**config.mk**
```make
export PLATFORM = sky130hd
export DESIGN_NAME = l2_interleave_xbar
export DESIGN_NICKNAME = d
export VERILOG_FILES = /design/src/rtl/l2_interleave_xbar.sv
export SDC_FILE = /design/constraint.sdc
export NUM_CORES = 1
export LEC_CHECK = 0
export CAP_MARGIN = 25
export CORE_AREA = 5 5 385 387
export CTS_CLUSTER_SIZE = 40
export DETAILED_ROUTE_END_ITERATION = 10
export DIE_AREA = 0 0 390 392
export MAX_ROUTING_LAYER = met4
export PLACE_DENSITY = 0.37
export SKIP_CTS_REPAIR_TIMING = 1
export SYNTH_ARGS = -nofsm -noshare
export SYNTH_HDL_FRONTEND = slang
export SYNTH_SLANG_ARGS = --single-unit
```
**constraint.sdc**
```tcl
create_clock -name clk_i -period 8.14 [get_ports clk_i]
set_input_delay 1.628 -clock clk_i [delete_from_list [all_inputs] [get_ports clk_i]]
set_output_delay 1.628 -clock clk_i [all_outputs]
set_load 0.02 [all_outputs]
```
**src/rtl/l2_interleave_xbar.sv**
```systemverilog
// L2 SRAM front-end: decodes per-port word requests onto NumBank banks (interleaved or linear
// window), round-robin arbitrates each bank, and returns in-order responses after RdLatency cycles.
module l2_interleave_xbar #(
    parameter int unsigned          NumPort       = 2,
    parameter int unsigned          NumBank       = 4,
    parameter int unsigned          AddrWidth     = 48,
    parameter int unsigned          DataWidth     = 64,
    parameter int unsigned          BankWords     = 256,
    parameter logic [AddrWidth-1:0] InterlBase    = AddrWidth'(48'h7800_0000),
    parameter logic [AddrWidth-1:0] NonInterlBase = AddrWidth'(48'h7840_0000),
    parameter int unsigned          RdLatency     = 1
) (
    input  logic                                             clk_i,
    input  logic                                             rst_i,
    input  logic [NumPort-1:0]                               port_req_i,
    output logic [NumPort-1:0]                               port_gnt_o,
    input  logic [NumPort-1:0][AddrWidth-1:0]                port_addr_i,
    input  logic [NumPort-1:0]                               port_we_i,
    input  logic [NumPort-1:0][DataWidth/8-1:0]              port_be_i,
    input  logic [NumPort-1:0][DataWidth-1:0]                port_wdata_i,
    output logic [NumPort-1:0]                               port_rvalid_o,
    output logic [NumPort-1:0][DataWidth-1:0]                port_rdata_o,
    output logic [NumPort-1:0]                               port_err_o,
    output logic [NumBank-1:0]                               bank_req_o,
    output logic [NumBank-1:0]                               bank_we_o,
    output logic [NumBank-1:0][$clog2(BankWords)-1:0]        bank_addr_o,
    output logic [NumBank-1:0][DataWidth/8-1:0]              bank_be_o,
    output logic [NumBank-1:0][DataWidth-1:0]                bank_wdata_o,
    input  logic [NumBank-1:0][DataWidth-1:0]                bank_rdata_i,
    input  logic                                             stat_clear_i,
    output logic [NumPort-1:0][15:0]                         conflict_cnt_o
);

    localparam int unsigned NB      = DataWidth / 8;
    localparam int unsigned BAW     = $clog2(BankWords);
    localparam int unsigned BW      = $clog2(NumBank);
    localparam int unsigned OffBits = $clog2(NB);
    localparam int unsigned PW      = (NumPort > 1) ? $clog2(NumPort) : 1;
    localparam logic [AddrWidth-1:0] MemSize = AddrWidth'(NumBank * BankWords * NB);

    logic [NumPort-1:0]                 dec_err;
    logic [NumPort-1:0][BW-1:0]         dec_bank;
    logic [NumPort-1:0][BAW-1:0]        dec_row;
    logic [NumBank-1:0]                 bank_hit;
    logic [NumBank-1:0][PW-1:0]         bank_win;
    logic [NumBank-1:0][PW-1:0]         ptr_d, ptr_q;
    logic [NumPort-1:0]                 gnt;
    logic [NumPort-1:0][15:0]           cnt_d, cnt_q;
    logic [NumPort-1:0][RdLatency-1:0]  pv_q, pe_q, pw_q;
    logic [NumPort-1:0][RdLatency-1:0][BW-1:0] pb_q;

    // Interleaved window is tested first so it wins if the two windows ever overlap.
    always_comb begin
        logic [AddrWidth-1:0] off_i, off_l, word_i, word_l;
        dec_err  = '0;
        dec_bank = '0;
        dec_row  = '0;
        for (int unsigned p = 0; p < NumPort; p++) begin
            off_i  = port_addr_i[p] - InterlBase;
            off_l  = port_addr_i[p] - NonInterlBase;
            word_i = off_i >> OffBits;
            word_l = off_l >> OffBits;
            if (port_addr_i[p] >= InterlBase && off_i < MemSize) begin
                dec_bank[p] = word_i[BW-1:0];
                dec_row[p]  = word_i[BW+BAW-1:BW];
            end else if (port_addr_i[p] >= NonInterlBase && off_l < MemSize) begin
                dec_bank[p] = word_l[BW+BAW-1:BAW];
                dec_row[p]  = word_l[BAW-1:0];
            end else begin
                dec_err[p] = 1'b1;
            end
        end
    end

    // Per-bank round-robin: scan ports starting at the pointer, first valid hit wins.
    always_comb begin
        int unsigned   idx;
        logic [PW-1:0] sel;
        bank_hit = '0;
        bank_win = '0;
        ptr_d    = ptr_q;
        idx      = 0;
        sel      = '0;
        for (int unsigned b = 0; b < NumBank; b++) begin
            for (int unsigned i = 0; i < NumPort; i++) begin
                idx = 32'(ptr_q[b]) + i;
                if (idx >= NumPort) begin
                    idx = idx - NumPort;
                end
                sel = PW'(idx);
                if (!bank_hit[b] && port_req_i[sel] && !dec_err[sel] &&
                    dec_bank[sel] == BW'(b)) begin
                    bank_hit[b] = 1'b1;
                    bank_win[b] = sel;
                end
            end
        end
        if (rst_i) begin
            bank_hit = '0;
        end
        for (int unsigned b = 0; b < NumBank; b++) begin
            if (bank_hit[b]) begin
                ptr_d[b] = (32'(bank_win[b]) == NumPort - 1) ? '0 : bank_win[b] + PW'(1);
            end
        end
    end

    // Decode errors are accepted at once without touching any bank.
    always_comb begin
        gnt = port_req_i & dec_err;
        for (int unsigned b = 0; b < NumBank; b++) begin
            if (bank_hit[b]) begin
                gnt[bank_win[b]] = 1'b1;
            end
        end
        if (rst_i) begin
            gnt = '0;
        end
    end

    assign port_gnt_o = gnt;

    always_comb begin
        bank_req_o   = '0;
        bank_we_o    = '0;
        bank_addr_o  = '0;
        bank_be_o    = '0;
        bank_wdata_o = '0;
        for (int unsigned b = 0; b < NumBank; b++) begin
            if (bank_hit[b]) begin
                bank_req_o[b]   = 1'b1;
                bank_we_o[b]    = port_we_i[bank_win[b]];
                bank_addr_o[b]  = dec_row[bank_win[b]];
                bank_be_o[b]    = port_be_i[bank_win[b]];
                bank_wdata_o[b] = port_wdata_i[bank_win[b]];
            end
        end
    end

    always_comb begin
        for (int unsigned p = 0; p < NumPort; p++) begin
            cnt_d[p] = cnt_q[p];
            if (stat_clear_i) begin
                cnt_d[p] = '0;
            end else if (port_req_i[p] && !gnt[p] && cnt_q[p] != 16'hFFFF) begin
                cnt_d[p] = cnt_q[p] + 16'd1;
            end
        end
    end

    always_ff @(posedge clk_i) begin
        if (rst_i) begin
            ptr_q <= '0;
            cnt_q <= '0;
            pv_q  <= '0;
            pe_q  <= '0;
            pw_q  <= '0;
            pb_q  <= '0;
        end else begin
            ptr_q <= ptr_d;
            cnt_q <= cnt_d;
            for (int unsigned p = 0; p < NumPort; p++) begin
                pv_q[p][0] <= gnt[p];
                pe_q[p][0] <= dec_err[p];
                pw_q[p][0] <= port_we_i[p];
                pb_q[p][0] <= dec_bank[p];
                for (int unsigned k = 1; k < RdLatency; k++) begin
                    pv_q[p][k] <= pv_q[p][k-1];
                    pe_q[p][k] <= pe_q[p][k-1];
                    pw_q[p][k] <= pw_q[p][k-1];
                    pb_q[p][k] <= pb_q[p][k-1];
                end
            end
        end
    end

    always_comb begin
        for (int unsigned p = 0; p < NumPort; p++) begin
            port_rvalid_o[p] = pv_q[p][RdLatency-1];
            port_err_o[p]    = pv_q[p][RdLatency-1] & pe_q[p][RdLatency-1];
            port_rdata_o[p]  = '0;
            if (pv_q[p][RdLatency-1] && !pe_q[p][RdLatency-1] && !pw_q[p][RdLatency-1]) begin
                port_rdata_o[p] = bank_rdata_i[pb_q[p][RdLatency-1]];
            end
        end
    end

    assign conflict_cnt_o = cnt_q;

endmodule

```
==> run metrics, run 1 <==
setup repair after global routing missed its margin=false; DRT antenna net count=0; synth top area cells=sky130_fd_sc_hd__a22o_1 26%, sky130_fd_sc_hd__mux4_2 25%, sky130_fd_sc_hd__dfxtp_1 8.0%; final count of hold timing violations=0; Comb pwr share=0.573; via count=17160; depth of the worst hold-timing path=2; cell area after placement=0.02478 mm2; number of placement rows=140; Syn Nets=1823; number of design rule violations left after detail routing=0; clock tree from TritonCTS=done; worst reg2reg endpoint=conflict_cnt_o[12]; # Max-Cap Violations=0; effective utilization at floorplan=0.07923; global-route wire length before repair=166100 um; Core Footprint=0.1445 mm2; internal power component=671.1 uW; Die ar.=0.1529 mm2; GRT overflow=0; outcome=finished clean; largest vdd supply drop=72.60 uV; detailed-route vias per instance=4.038; Synth top area share=0.2593; Final Cycle Share=0.9677; Routed WL per cell=30.46 um; count of H-tree levels built during CTS=2; headroom to the max-slew limit=0.3621; Hold Worst Slack=0.4921 ns; number of cell instances on the worst register-to-register path=10; startpoint type of the worst setup path=input port; largest net degree at the start of global routing=49; DP Wirelength=110800 um; final count of negative-setup-slack endpoints=0; Hold/Removal Path Class=flop to flop; netlist area before placement=0.01145 mm2; last weighted congestion value of the routability-driven placer=0.8553; number of warnings reported in the yosys synthesis log=0; number of fillers in the final layout=16230; vias in the first global route=17420; overall routed net length=129400 um; Seq cells post-synth=46; Clock Root Buffer=sky130_fd_sc_hd__clkbuf_16; reg-to-reg startpoint=ptr_q[3]; post-layout min period=7.877 ns; Synth top cells by count=339 x sky130_fd_sc_hd__a22o_1, 135 x sky130_fd_sc_hd__nor2b_1, 128 x sky130_fd_sc_hd__clkbuf_1, 128 x sky130_fd_sc_hd__mux4_2, 54 x sky130_fd_sc_hd__nand2_1; layout cell share with drive strength beyond 1=0.1704; worst endpoint data arrival time=6.25 ns; type of the setup path with the least slack=input port to output pin; Horiz. Die Dim=390 um; clk slew on worst S/H paths=0.07 ns; worst slew pin tran=0.9569 ns; power dissipated by switching net loads=394.7 uW; hold_sp=conflict_cnt_o[7]; highest achievable clock rate=126.9 MHz; Post-synth EDFFs=0; Total Routing Usage GR=0.1611; Final Skew=0.01200 ns; endpoint class of the critical path=output pin; Cells after DPL=4210; peak fanout along the critical path=37; syn_area_per_cell=8.700 um2; worst endpoint required time=6.51 ns; Synth Instances=1316; sequential power share=0.213; total number of nets in the final design=2807; fraction of the yosys area taken by sequential cells=0.08043; cell taking the most area after synthesis=sky130_fd_sc_hd__a22o_1; number of primary I/O pins=997; Buffers on Ports=990; register-to-register setup slack=5.42 ns; height of the die=392 um; synthesis-to-layout area growth=118.5%; Max Transition Viols Final=0; number of buffers between clock root and the deepest sink=2; setup TNS after final layout=0 ns; Pwr Density=42.61 mW/mm2; Detailed Routing Iterations Pass 1=5; Async S/R FF share, synth=0; final instance area=0.02502 mm2; clock latency on the worst-skew pair=0.31 ns; hold path endpoint=conflict_cnt_o[7]; utilization of the core after routing=0.1731; number of buffers created by CTS=5; Post-synth top flop=sky130_fd_sc_hd__dfxtp_1; proportion of power drawn by the clock network=0.214; proportion of total power due to net switching=0.3704; synth unique cells=77; final cell count without fillers=4248; Iteration-0 DRC Markers=1193; static power due to leakage=0.007982 uW; count leader, synth=sky130_fd_sc_hd__a22o_1; antenna violations before repair=51; count of clock tree sinks=46
-- power groups by stage --
stage	sequential, uW	clock, uW	combinational (uW)
4_1_cts	227	238	612
5_1_grt	228	246	640
6_report	227	228	610
3_5_place_dp	233	0	606
3_3_place_gp	233	0	607
2_1_floorplan	235	0	153
-- per-layer routing --
metal	up-vias	wire length [um]	global-route usage	part of all wire
met4	0	1377	0.01636	0.011
met5	-	0	-	0
met1	8768	55680	0.2048	0.43
li1	7461	-	-	-
met2	846	62530	0.2674	0.48
met3	80	9825	0.04070	0.076
-- cell families after synthesis --
group                    after synthesis  synth area share
AO/OA/AOI/OAI                        481            0.3477
XOR/XNOR                              13          0.009944
adder cells (fa/ha/maj)                4          0.004371
buffers and inverters                169           0.05737
flip-flops                            46           0.08043
multiplexers                         147            0.2686
AND/OR/NAND/NOR                      456            0.2316
-- worst max-delay path by stage --
stage	start	endpoint	slack, ns
CTS	port_addr_i[81]	bank_wdata_o[94]	0.07
detailed placement	port_addr_i[34]	bank_wdata_o[107]	0.1
global placement	port_addr_i[81]	bank_wdata_o[94]	0.08
finish	port_addr_i[34]	bank_wdata_o[94]	0.26
global route	port_addr_i[76]	bank_wdata_o[94]	0.01
floorplan	port_addr_i[31]	bank_be_o[10]	1.32
-- sequential cells by signal, indices dropped and copies added, names as in the netlist --
register,flops
conflict_cnt_o,32
ptr_q,4
port_rvalid_o,2
pb_q,4
pw_q,2
pe_q,2
-- worst max-delay path, stage by stage --
cell and delay (ns):
sky130_fd_sc_hd__clkdlybuf4s50_1 0.54, sky130_fd_sc_hd__or4_1 0.67, sky130_fd_sc_hd__nor4_4 0.43, sky130_fd_sc_hd__a21oi_1 0.14, sky130_fd_sc_hd__o2111a_1 0.31, sky130_fd_sc_hd__and3_2 0.26, sky130_fd_sc_hd__o41ai_2 0.30, sky130_fd_sc_hd__nand2_1 0.18
sky130_fd_sc_hd__nor4_2 0.39, sky130_fd_sc_hd__buf_4 0.25, sky130_fd_sc_hd__buf_12 0.22, sky130_fd_sc_hd__a22o_1 0.21, sky130_fd_sc_hd__clkdlybuf4s50_1 0.64
-- stage by stage --
stage	worst slack (ns)	total power, uW
after floorplan	1.316	388.0
after global placement	0.08312	839.5
after detailed placement	0.09641	839.1
after CTS	0.06566	1078
after global routing	0.01294	1114
final	0.2628	1066
-- layout make-up --
cell class | count | area, um2 | share of cell area
multi-input cells | 1101 | 9952 | 0.3978
flip-flops and latches | 46 | 935.9 | 0.03741
clock buffers | 5 | 125.1 | 0.005002
inverters | 19 | 71.32 | 0.002851
diodes | 30 | 75.07 | 0.003001
repair buffers | 1127 | 11430 | 0.4570
clock inverters | 3 | 26.28 | 0.001050
well taps | 1917 | 2399 | 0.09588
-- cells in the final DEF, fill, tap and decap left out, drive strengths merged, types with 5 or more instances in the layout --
cell type      count
a21oi             34
a22o             339
a31oi              7
and2               9
and3              15
buf              220
clkbuf             5
clkdlybuf4s50    907
dfxtp             46
diode             30
inv               22
mux2i             17
mux4             128
nand2             54
nand2b             5
nand3             38
nand4             25
nand4b             6
nor2              39
nor2b            135
nor3              30
nor3b              7
nor4              26
o21ai             29
o31ai             11
o32ai              6
o41ai              5
or2                6
or3               26
or4               19
xnor2              9
(Power assumes the default switching activity.)
==> run 2: changes to the inputs <==
Settings changed: CORE_AREA 5 5 385 387 to 2 2 394 396, DIE_AREA 0 0 390 392 to 0 0 396 398, PLACE_DENSITY 0.37 to 0.4.
==> run metrics, run 2 (synthesis results as in run 1) <==
outcome=finished clean; headroom to the max-slew limit=0.3353 (-0.02676); # Max-Cap Violations=0 (unchanged); total number of nets in the final design=2802 (-0.18%); cell area after placement=0.02480 mm2 (about the same); Iteration-0 DRC Markers=1273 (+6.7%); setup repair after global routing missed its margin=true; routed wire length on met2=65050 um (+4.0%); Max Transition Viols Final=0 (unchanged); depth of the worst hold-timing path=2 (unchanged); global-route wire length before repair=169800 um (+2.2%); startpoint type of the worst setup path=input port; number of placement rows=144 (+2.9%); effective utilization at floorplan=0.07468 (-0.004554); Horiz. Die Dim=396 um (+1.5%); Detailed Routing Iterations Pass 1=5 (unchanged); clk slew on worst S/H paths=0.06 ns (about the same); hold_sp=ptr_q[1]; wire length on met1=55090 um (-1.0%); register-to-register setup slack=5.44 ns (+0.02 ns); crit path launch=port_addr_i[33]; static power due to leakage=0.007960 uW (-0.27%); Die ar.=0.1576 mm2 (+3.1%); DP Wirelength=115200 um (+3.9%); clock latency on the worst-skew pair=0.30 ns (about the same); number of cell instances on the worst register-to-register path=10 (unchanged); max reg flops=32 (unchanged); number of fillers in the final layout=17330 (+6.7%); largest vdd supply drop=70.62 uV (-2.7%); count of clock tree sinks=46 (unchanged); Routed WL per cell=30.48 um (about the same); met3 routed wirelength=8944 um (-9.0%); clock tree from TritonCTS=done; GRT overflow=0 (unchanged); Final Skew=0.005617 ns (-0.006379 ns); post-layout min period=7.951 ns (+0.07336 ns); Pwr Density=42.84 mW/mm2 (+0.54%); number of buffers between clock root and the deepest sink=2 (unchanged); top layer reached by signal wires=met4; largest net degree at the start of global routing=70 (+43%); height of the die=398 um (+1.5%); overall routed net length=133000 um (+2.8%); Buffers on Ports=990 (unchanged); synthesis-to-layout area growth=118.6% (about the same); number of design rule violations left after detail routing=0 (unchanged); Core Footprint=0.1533 mm2 (+6.1%); Final Cycle Share=0.9767 (+0.009013); layout cell share with drive strength beyond 1=0.1742 (+0.003855); final cell count without fillers=4365 (+2.8%); final count of negative-setup-slack endpoints=0 (unchanged); number of primary I/O pins=997 (unchanged); DRT antenna net count=0 (unchanged); Clock Root Buffer=sky130_fd_sc_hd__clkbuf_16; detailed-route vias per instance=3.996 (-1.0%); Total Routing Usage GR=0.1626 (+0.001520); final count of hold timing violations=0 (unchanged); antenna violations before repair=90 (+76%); worst reg2reg endpoint=conflict_cnt_o[14]; Cells after DPL=4332 (+2.9%); count of H-tree levels built during CTS=2 (unchanged); Hold/Removal Path Class=flop to flop; Hold Worst Slack=0.4805 ns (-0.01165 ns); worst slew pin tran=0.9969 ns (+0.04001 ns); hold path endpoint=ptr_q[1]; endpoint class of the critical path=output pin; last weighted congestion value of the routability-driven placer=0.8936 (+4.5%); peak fanout along the critical path=69 (+86%); type of the setup path with the least slack=input port to output pin; final instance area=0.02503 mm2 (about the same); highest achievable clock rate=125.8 MHz (-0.92%); commonest cells after routing, fill and taps aside=893 x sky130_fd_sc_hd__clkdlybuf4s50_1, 339 x sky130_fd_sc_hd__a22o_1, 179 x sky130_fd_sc_hd__buf_4, 135 x sky130_fd_sc_hd__nor2b_1, 128 x sky130_fd_sc_hd__mux4_2; reg-to-reg startpoint=ptr_q[3]; via count=17440 (+1.7%); worst endpoint data arrival time=6.32 ns (+0.07 ns); number of buffers created by CTS=5 (unchanged); vias in the first global route=17450 (+0.21%); worst endpoint required time=6.51 ns (about the same); most frequent standard cell in the layout excluding fill and tap cells=sky130_fd_sc_hd__clkdlybuf4s50_1
==> run 2: changes by cell type in the layout (fill, tap and decap cells not counted), moves of 3 or more <==
cell	change
sky130_fd_sc_hd__inv_6	-3
sky130_fd_sc_hd__diode_2	-5
sky130_fd_sc_hd__buf_12	-6
sky130_fd_sc_hd__buf_4	+15
sky130_fd_sc_hd__nor4_2	+3
sky130_fd_sc_hd__clkdlybuf4s50_1	-14
==> run 2: worst max-delay path by stage <==
| stage | end | slack, ns | cells after the start |
|---|---|---|---|
| 5_1_grt | bank_wdata_o[106] | -0.05 | 12 |
| 2_1_floorplan | bank_be_o[10] | 1.32 | 11 |
| 3_3_place_gp | bank_wdata_o[61] | 0.15 | 13 |
| 4_1_cts | bank_wdata_o[61] | 0.15 | 13 |
| 6_report | bank_wdata_o[106] | 0.19 | 12 |
| 3_5_place_dp | bank_wdata_o[61] | 0.13 | 13 |
==> run 2: per-layer routing <==
layer	vias up	global-route usage
met5	-	-
met4	0	0.04013
met3	171	0.03297
met2	990	0.2740
met1	8840	0.1974
li1	7442	-
==> run 2: cell type report <==
| cell class | instances | area (um2) | share of cell area |
|---|---|---|---|
| timing repair buffer | 1122 | 11280 | 0.4509 |
| antenna | 25 | 62.56 | 0.002500 |
| multi-input combinational | 1101 | 9955 | 0.3978 |
| tap | 2044 | 2557 | 0.1022 |
| sequential | 46 | 935.9 | 0.03740 |
| inverter | 19 | 71.32 | 0.002850 |
| clock inverter | 1 | 7.507 | 0.0003000 |
| clock buffer | 7 | 153.9 | 0.006149 |
==> run 2: where the power goes <==
part	switching, uW	leakage, uW	internal [uW]	total (uW)
Sequential	1.85	0.000376	226	228
Combinational	288	0.00751	326	614
Clock	98.0	0.0000754	133	231
==> run 2: worst max-delay path, stage by stage <==
cell and delay, ns:
sky130_fd_sc_hd__clkdlybuf4s50_1 0.54, sky130_fd_sc_hd__nor4_4 0.49, sky130_fd_sc_hd__nand2_1 0.12, sky130_fd_sc_hd__a221o_1 0.34, sky130_fd_sc_hd__a2111oi_0 0.38, sky130_fd_sc_hd__nand3_1 0.31, sky130_fd_sc_hd__o41ai_2 0.46, sky130_fd_sc_hd__nand2_1 0.17
sky130_fd_sc_hd__nor4_2 0.44, sky130_fd_sc_hd__buf_12 0.31, sky130_fd_sc_hd__a22o_1 0.29, sky130_fd_sc_hd__clkdlybuf4s50_1 0.65
==> run 2: metrics by stage <==
stage	utilization	setup slack, ns	total power [uW]	setup TNS [ns]
final	0.1632	0.1894	1072	0
after global placement	0.1617	0.1474	840.7	0
after global routing	0.1631	-0.04968	1119	-0.1678
after CTS	0.1628	0.1508	1082	0
after detailed placement	0.1617	0.1327	841.0	0
after floorplan	-	1.316	388.0	0
